$ cat src/rtl/instr_loader.sv
// Instruction loader: receives a 16-bit big-endian word count N followed by
// N*4 bytes over a valid/ready byte stream. It packs each group of four bytes
// into a 32-bit word and writes that word into instruction memory at
// consecutive word-aligned byte addresses. The downstream core is held
// (cpu_hold=1) until a complete image has been written.
//
// Handshake: a byte transfers on a rising edge where rx_valid=1 and
// rx_ready=1. The producer keeps rx_data stable while rx_valid=1 and
// rx_ready=0. rx_ready depends only on state, never on rx_valid.
module instr_loader #(
  parameter int ADDR_W    = 10,
  parameter bit FIRST_MSB = 1'b1
) (
  input  logic        clk,
  input  logic        rst,
  input  logic        start,
  input  logic [7:0]  rx_data,
  input  logic        rx_valid,
  output logic        rx_ready,
  output logic        mem_we,
  output logic [31:0] mem_addr,
  output logic [31:0] mem_wd,
  output logic        cpu_hold,
  output logic        busy,
  output logic        done,
  output logic        err,
  output logic [2:0]  dbg_state
);

  typedef enum logic [2:0] {
    S_IDLE   = 3'd0,
    S_LEN_HI = 3'd1,
    S_LEN_LO = 3'd2,
    S_DATA   = 3'd3,
    S_WRITE  = 3'd4,
    S_DONE   = 3'd5,
    S_ERR    = 3'd6
  } state_t;

  // Memory depth in words. The width matches a zero-extended 16-bit N.
  localparam logic [16:0] DEPTH = 17'(1) << ADDR_W;

  state_t            state;
  logic [15:0]       n;
  // One extra bit, so the index can reach DEPTH when the image fills memory.
  logic [ADDR_W:0]   word_idx;
  logic [1:0]        byte_cnt;
  logic [31:0]       word_q;

  logic              rx_fire;
  logic [31:0]       word_next;
  logic [15:0]       n_next;
  logic [ADDR_W:0]   word_idx_inc;

  assign rx_fire      = rx_valid & rx_ready;
  assign n_next       = {n[15:8], rx_data};
  assign word_idx_inc = word_idx + (ADDR_W+1)'(1);
  // FIRST_MSB=1 shifts left, so the first byte ends up in [31:24].
  // FIRST_MSB=0 shifts right, so the first byte ends up in [7:0].
  assign word_next    = FIRST_MSB ? {word_q[23:0], rx_data}
                                  : {rx_data, word_q[31:8]};

  // Moore outputs, decoded from the state register.
  assign rx_ready  = (state == S_LEN_HI) || (state == S_LEN_LO) || (state == S_DATA);
  assign mem_we    = (state == S_WRITE);
  assign busy      = (state == S_LEN_HI) || (state == S_LEN_LO) ||
                     (state == S_DATA)   || (state == S_WRITE);
  assign done      = (state == S_DONE);
  assign err       = (state == S_ERR);
  assign cpu_hold  = (state != S_DONE);
  assign dbg_state = state;

  // Load FSM with its datapath registers. mem_addr and mem_wd are loaded
  // when a word completes, so they are already valid in the WRITE cycle.
  always_ff @(posedge clk or posedge rst) begin
    if (rst) begin
      state    <= S_IDLE;
      n        <= '0;
      word_idx <= '0;
      byte_cnt <= '0;
      word_q   <= '0;
      mem_addr <= '0;
      mem_wd   <= '0;
    end else begin
      case (state)
        S_IDLE, S_DONE, S_ERR: begin
          if (start) begin
            state    <= S_LEN_HI;
            n        <= '0;
            word_idx <= '0;
            byte_cnt <= '0;
            word_q   <= '0;
          end
        end
        S_LEN_HI: begin
          if (rx_fire) begin
            n     <= {rx_data, n[7:0]};
            state <= S_LEN_LO;
          end
        end
        S_LEN_LO: begin
          if (rx_fire) begin
            n <= n_next;
            if (n_next == 16'd0)
              state <= S_DONE;
            else if ({1'b0, n_next} > DEPTH)
              state <= S_ERR;
            else
              state <= S_DATA;
          end
        end
        S_DATA: begin
          if (rx_fire) begin
            word_q   <= word_next;
            byte_cnt <= byte_cnt + 2'd1;
            if (byte_cnt == 2'd3) begin
              state    <= S_WRITE;
              mem_addr <= 32'({word_idx[ADDR_W-1:0], 2'b00});
              mem_wd   <= word_next;
            end
          end
        end
        S_WRITE: begin
          word_idx <= word_idx_inc;
          state    <= (17'(word_idx_inc) == {1'b0, n}) ? S_DONE : S_DATA;
        end
        default: state <= S_IDLE;
      endcase
    end
  end

endmodule

$ cat config.mk
export PLATFORM = sky130hd
export DESIGN_NAME = instr_loader
export DESIGN_NICKNAME = d
export VERILOG_FILES = /design/src/rtl/instr_loader.sv
export SDC_FILE = /design/constraint.sdc
export NUM_CORES = 1
export LEC_CHECK = 0
export CORE_ASPECT_RATIO = 0.75
export CORE_MARGIN = 4
export CORE_UTILIZATION = 35
export CTS_CLUSTER_DIAMETER = 40
export DETAILED_ROUTE_END_ITERATION = 10
export HOLD_SLACK_MARGIN = 0.08
export SYNTH_ARGS = -nofsm -noshare
export SYNTH_HDL_FRONTEND = slang
export SYNTH_SLANG_ARGS = --single-unit
$ cat constraint.sdc
create_clock -name clk -period 4.8 [get_ports clk]
set_input_delay 0.72 -clock clk [delete_from_list [all_inputs] [get_ports clk]]
set_output_delay 0.72 -clock clk [all_outputs]
set_load 0.02 [all_outputs]
==> key figures, run 1 <==
Floorplanning
  – DIE AREA: between 10000 and 15000 um^2
  – Die extent in y: ~110 um
  – Chip Width: 140 um
  – Core Area: about 13000 um^2
  – Row cnt: 35
  – IO Count: 85
  – Initial Util: 36.4%

Detailed routing
  – DRC: 0
  – DRT Pass-1 Iters: 4
  – Metal-1 WL: 5180 um
  – DR vias/cell: 4.99
  – Drt wl/cell: around 16 um
  – Met3 WL post-DR: ~630 um
  – Highest routing layer actually used: met4
  – Routed met2 length: 4350 um
  – Routed Antenna Nets: 0
  – Total wire length: between 10000 and 15000 um
  – Initial detailed-routing violation count: 231
  – Routed vias: 3197

Synth
  – Synth async-reset ratio: 100%
  – Post-Syn Area: ~4600 um^2
  – Post-synth cell types: 49
  – Post-Syn Area per Cell: 10.9 um^2
  – #FFs+latches synth: 98
  – Yosys warns: 0
  – Synth Flop Type: dfrtp_1
  – Post-synth EDFFs: 0
  – Gate Count Post-Synth: ~420
  – Sequential share of the synthesized area: 53.8%

Clock tree
  – CTS Sinks: 98
  – Root Driver: clkbuf_16
  – Clk pin slew, worst setup/hold paths: 0.07 ns
  – Postcts setup bufs: 0
  – Clock buffer count from CTS: 9
  – Worst skew pair latency: 0.34 ns
  – CTS tree: yes
  – Hold_buf cts: 0
  – Clock Tree Buf Depth: 2
  – CTS HTree Levels: 3
  – Resized cells post-CTS: 0

Layout
  – Final non-filler cell total: approximately 640
  – Synthesis-to-finish area growth: 20.9%
  – Layout cells sized above 1: 12.4%
  – Final Core Density: 44.0%
  – Layout Nets: about 480
  – ANT cells: 0
  – Post-route cell area: roughly 5500 um^2

Timing
  – Final setup viols: 0
  – Slew HR: between 20% and 30%
  – Final Slew Violations: 0
  – Tcrit/Tclk final: 70.9%
  – Clk_skew: 0.00769 ns
  – Pin slew with the least headroom to its limit: 1.07 ns
  – Hold Fails Final Rpt: 0
  – Tmin final: 3.41 ns
  – RSZ-0062 raised after global routing: no
  – Fin Setup TNS: 0 ns
  – Max Clk Rate: 294 MHz

Status
  – Status: complete, no violations

Critical path
  – CP Capture Type: output pin
  – Register-to-Register Path Depth: 4
  – WS Path Type: reg2out
  – R2r startpoint: dbg_state[2]
  – Critical Path RT: between 4 and 5 ns
  – Worst EP arrival: about 2.7 ns
  – Crit start category: register
  – Crit path max fanout: 12
  – Crit Reg-Reg Endpoint: byte_cnt[0]
  – FF-to-FF setup slack: between 2 and 2.5 ns

Global routing
  – Congestion Overflow GR: 0
  – Vias in the first global route: 3119
  – First-pass GRT wire length: 16800 um
  – Initial antenna violation count: 0
  – GRT Resource Usage Total: roughly 14%
  – Largest net degree at the start of global routing: between 70 and 80

Place
  – Dpl cells: 625
  – Placed cell area: 5210 um^2
  – DPL Wire Length: 7340 um
  – PortBufs: 62
  – Routability cong.: 0.873

Hold path
  – Hold Crit Endpoint: mem_addr[8]
  – Startpoint of the worst hold path: mem_addr[8]
  – Worst Hold Class: reg2reg
  – Hold depth: 2

Power
  – Max IR drop VDD: ~0.25 mV
  – Pleak: 2.51 nW
  – Pwr Total: a little over 3 mW
  – PwrDens: 557 nW/um^2

Job
  – Total of max-cap violations: 0
==> routing by layer <==
| metal | vias to the layer above | track usage, % |
|---|---|---|
| met5 | - | 0 |
| met4 | 0 | 4.50 |
| met3 | 10 | 3.43 |
| met2 | 92 | 19.8 |
| met1 | 1558 | 21.2 |
| li1 | 1537 | - |
==> layout make-up <==
cell class | count | area, um^2
clock buffers | 10 | 229
clock inverters | 6 | 66.3
fillers | 1194 | 7020
inverters | 10 | 40.0
multi-input cells | 286 | 1870
flip-flops and latches | 98 | 2450
well taps | 166 | 208
repair buffers | 65 | 643
==> power by group <==
part	switching (mW)	leakage (nW)	internal, mW
Sequential	0.222	1.34	1.05
Combinational	0.599	1.03	0.486
Clock	0.306	0.135	0.405
==> how the worst max path moves through the flow <==
| stage | start | to | slack (ns) | cells past startpoint |
|---|---|---|---|---|
| floorplan | rst | byte_cnt[0] | 1.52 | 1 |
| global placement | rx_valid | byte_cnt[0] | 1.77 | 4 |
| detailed placement | rx_valid | byte_cnt[0] | 1.75 | 4 |
| CTS | dbg_state[0] | mem_we | 1.41 | 4 |
| global route | dbg_state[0] | mem_we | 1.20 | 4 |
| finish | dbg_state[0] | mem_we | 1.39 | 4 |
==> critical path, cell delays in order, from the launching register on <==
cell	delay [ns]
dfrtp_1	0.50
nor2_1	0.41
nand2_1	0.34
inv_1	0.41
clkdlybuf4s50_1	0.68
==> Yosys cell counts (all sizes together) (3+ instances only) <==
cell type	number	area [um^2]
xnor2	8	70.1
o21ai	35	175
mux2	41	462
o22ai	3	18.8
o2111ai	3	26.3
clkbuf	6	22.5
and2	4	25.0
and3	4	25.0
buf	39	253
dfrtp	98	2450
nand2	52	198
nand3	8	45.0
nor4	3	18.8
inv	10	37.5
a22o	24	210
nor2	22	92.6
o31ai	4	30.0
xor2	7	61.3
a31oi	3	18.8
a21oi	10	50.1
nor3	7	45.0
==> through the flow <==
| step | hold slack, ns | worst slack (ns) |
|---|---|---|
| after floorplan | 0.436 | 1.52 |
| after global placement | 0.464 | 1.77 |
| after detailed placement | 0.476 | 1.75 |
| after CTS | 0.492 | 1.41 |
| after global routing | 0.500 | 1.20 |
| final | 0.487 | 1.39 |
==> flip-flops by register name, summed over array words and instances, names as in the netlist <==
register   flops
word_q        24
mem_wd        32
mem_addr      10
dbg_state      3
byte_cnt       2
n             16
word_idx      11
==> cells by family (layout without fill, tap and decap cells) <==
kind of cell             Yosys count  count (layout)  synth area share (%)
other                              1              22                0.0823
XOR/XNOR                          15              15                  2.88
multiplexers                      41              41                  10.1
AO/OA/AOI/OAI                     95              95                  14.1
AND/OR/NAND/NOR                  111             111                  11.5
flip-flops                        98              98                  53.8
buffers and inverters             55              91                  6.86
adder cells (fa/ha/maj)            2               2                 0.549
==> cells in the final DEF, fill, tap and decap left out, drive strengths merged, types with 3 or more instances in the layout <==
master and instances:
clkinvlp 3, buf 3, a21oi 10, o31ai 4, clkbuf 10, dfrtp 98
a22o 24, a31oi 3, and3 4, conb 22, clkdlybuf4s50 62, o22ai 3
nor3 7, o2111ai 3, nor4 3, o21ai 35, xor2 7, inv 11
mux2 41, nand3 8, nand2 52, nor2 22, xnor2 8, and2 4
No activity file was read; power rests on OpenSTA's default activity.
==> run 2: changes to the inputs <==
==> constraint.sdc (replaced) <==
create_clock -name clk -period 3 [get_ports clk]
set_input_delay 0.45 -clock clk [delete_from_list [all_inputs] [get_ports clk]]
set_output_delay 0.45 -clock clk [all_outputs]
set_load 0.02 [all_outputs]
==> run 2 against run 1 <==
Compared with the run above:
- sequential share of layout area down 0.60 points
- clock-buffer cell count down 1
- total power up 63%
- sequential power up 61%
- non-clock buffer count is 6 higher
- via count up 0.34%
- critical path depth shrank 1
- die area did not move
- clock skew is 0.0014 ns higher
- flip-flop and latch count stayed put
- clock power grew 67%
- worst hold slack gained 0.0035 ns
- largest cell class unchanged
- highest routed layer unchanged
==> key figures, run 2 (synthesis gave the netlist of run 1 again) <==
Status
  – Status: complete, no violations

Place
  – PortBufs: 62 (unchanged)
  – Dpl cells: 631 (+0.96%)
  – Routability cong.: 0.866 (-0.78%)
  – Pre-CTS setup slack: 0.528 ns (-1.22 ns)
  – DPL Wire Length: 7530 um (+2.6%)

Floorplanning
  – Core Area: 12500 um^2 (unchanged)
  – DIE AREA: 14900 um^2 (unchanged)
  – Chip Width: 140 um (unchanged)
  – IO Count: 85 (unchanged)
  – Initial Util: 36.4% (unchanged)
  – Row cnt: 35 (unchanged)
  – Die extent in y: 107 um (unchanged)

Power
  – PwrDens: 898 nW/um^2 (+61%)
  – Psw: 1.85 mW (+64%)
  – Max IR drop VDD: 0.438 mV (+72%)
  – Sequential Power Share: 40.7% (-0.8 points)
  – Clock power frac: 23.7% (+0.5 points)
  – Logic pwr share: 35.7% (+0.4 points)
  – Sw Ratio: 36.8% (+0.11 points)
  – Internal: 3.17 mW (+63%)
  – Pleak: 2.55 nW (+1.9%)

Clock tree
  – CTS Sinks: 98 (unchanged)
  – Clk pin slew, worst setup/hold paths: 0.07 ns (about the same)
  – Clock buffer count from CTS: 9 (unchanged)
  – Worst skew pair latency: 0.34 ns (about the same)
  – Resized cells post-CTS: 0 (unchanged)
  – Postcts setup bufs: 0 (unchanged)
  – CTS HTree Levels: 3 (unchanged)
  – CTS tree: yes
  – Hold_buf cts: 0 (unchanged)
  – Root Driver: clkbuf_16
  – Clock Tree Buf Depth: 2 (unchanged)

Detailed routing
  – Routed vias: 3208 (+0.34%)
  – DR vias/cell: 4.96 (-0.59%)
  – DRT Pass-1 Iters: 4 (unchanged)
  – Routed Antenna Nets: 0 (unchanged)
  – Drt wl/cell: 16.3 um (+1.6%)
  – Initial detailed-routing violation count: 234 (+1.3%)
  – DRC: 0 (unchanged)
  – Total wire length: 10500 um (+2.5%)

Timing
  – Tcrit/Tclk final: 91.0%
  – Final worst setup slack: 0.271 ns (-1.12 ns)
  – Hold Fails Final Rpt: 0 (unchanged)
  – Fin Setup TNS: 0 ns (unchanged)
  – Pin slew with the least headroom to its limit: 1.06 ns (-0.00492 ns)
  – Final Slew Violations: 0 (unchanged)
  – Slew HR: 29.2% (+0.33 points)
  – Clk_skew: 0.00912 ns (+0.00143 ns)
  – Hold WS: 0.490 ns (+0.00347 ns)
  – RSZ-0062 raised after global routing: no
  – Final setup viols: 0 (unchanged)
  – Tmin final: roughly 2.7 ns
  – Max Clk Rate: between 300 and 400 MHz

Critical path
  – WS Path Type: reg2out
  – Crit start category: register
  – WP buf/inv: 2 (unchanged)
  – Top delay family on crit path: buffers and inverters
  – Slowest-stage cell, CP: dfrtp_1
  – Critical Path RT: 2.55 ns (-1.53 ns)
  – Crit path cell chain: nand2_1 > inv_1 > clkdlybuf4s50_1
  – Crit Reg-Reg Endpoint: byte_cnt[0]
  – FF-to-FF setup slack: 0.61 ns (-1.42 ns)
  – Crit path max fanout: 20 (+8)
  – R2r startpoint: dbg_state[2]
  – CP Capture Type: output pin
  – CP max stage delay: 0.73 ns (+0.05 ns)
  – Register-to-Register Path Depth: 4 (unchanged)
  – Worst EP arrival: 2.28 ns (-0.41 ns)

Global routing
  – Vias in the first global route: 3128 (+0.29%)
  – Largest net degree at the start of global routing: 99 (+38%)
  – Congestion Overflow GR: 0 (unchanged)
  – First-pass GRT wire length: 17200 um (+2.3%)
  – Initial antenna violation count: 0 (unchanged)
  – GRT Resource Usage Total: 14.6% (+0.50 points)

Layout
  – Largest register FFs: 32 (unchanged)
  – FILL cells: 1212 (+1.5%)
  – Layout cells sized above 1: 13.9% (+1.5 points)
  – Reg area: 2450 um^2 (unchanged)
  – Largest registers: mem_wd: 32 flops, word_q: 24 flops, n: 16 flops
  – Multi-input combinational cell area: 1870 um^2 (+0.13%)
  – Synthesis-to-finish area growth: 22.5%
  – Commonest cells after routing, fill and taps aside: 98 x dfrtp_1, 62 x clkdlybuf4s50_1, 51 x nand2_1
  – Register bank with the most flops: mem_wd
  – Layout Nets: 490 (+1.2%)
  – Final Core Density: 44.6% (+0.60 points)
  – ANT cells: 0 (unchanged)
  – Most common cell after layout, fill and taps aside: dfrtp_1
  – Final non-filler cell total: 647 (+0.94%)

Hold path
  – Hold depth: 2 (unchanged)
  – Worst Hold Class: reg2reg
  – Startpoint of the worst hold path: mem_addr[8]
  – Hold Crit Endpoint: mem_addr[8]

Job
  – Total of max-cap violations: 0 (unchanged)
[run 2: metrics by stage]
stage	power, mW	instance area (um^2)
after floorplan	3.21	4640
after global placement	3.82	5270
final	5.01	5580
after global routing	5.35	5580
after detailed placement	3.85	5270
after CTS	5.06	5580
[run 2: routing by layer]
metal  vias up  track usage [%]  part of all wire, %
met3         6             5.26                  7.0
li1       1550                -                    -
met2        89             19.7                   41
met1      1563             21.6                   51
met4         0             4.43                 0.91
met5         -                0                    0
[run 2: worst max path at each step]
stage | startpoint | endpoint | slack [ns] | cells past startpoint
floorplan | word_idx[0] | dbg_state[1] | 1.05 | 7
global placement | rx_valid | byte_cnt[0] | 0.57 | 4
detailed placement | dbg_state[0] | mem_we | 0.53 | 4
CTS | dbg_state[0] | mem_we | 0.14 | 4
global route | dbg_state[2] | mem_we | 0.1 | 3
finish | dbg_state[2] | mem_we | 0.27 | 3
[run 2: tightest hold or removal path: cells and delay by family, from the launching register on]
family / cells / cell delay (ns)
flops: 1 / 0.34
compound gates: 1 / 0.06
simple gates: 1 / 0.05
[run 2: power by group through the flow]
stage / clock [mW] / sequential, mW / combinational (mW)
2_1_floorplan: 0 / 2.05 / 1.16
3_3_place_gp: 0 / 2.04 / 1.78
3_5_place_dp: 0 / 2.06 / 1.79
4_1_cts: 1.22 / 2.04 / 1.80
5_1_grt: 1.27 / 2.10 / 1.98
6_report: 1.19 / 2.04 / 1.79
[run 2: layout make-up]
cell class / count / area share, %
Sequential cell: 98 / 43.9
Inverter: 10 / 0.739
Timing Repair Buffer: 71 / 12.5
Clock buffer: 9 / 4.03
Clock inverter: 7 / 1.50
Multi-Input combinational cell: 286 / 33.5
Tap cell: 166 / 3.72
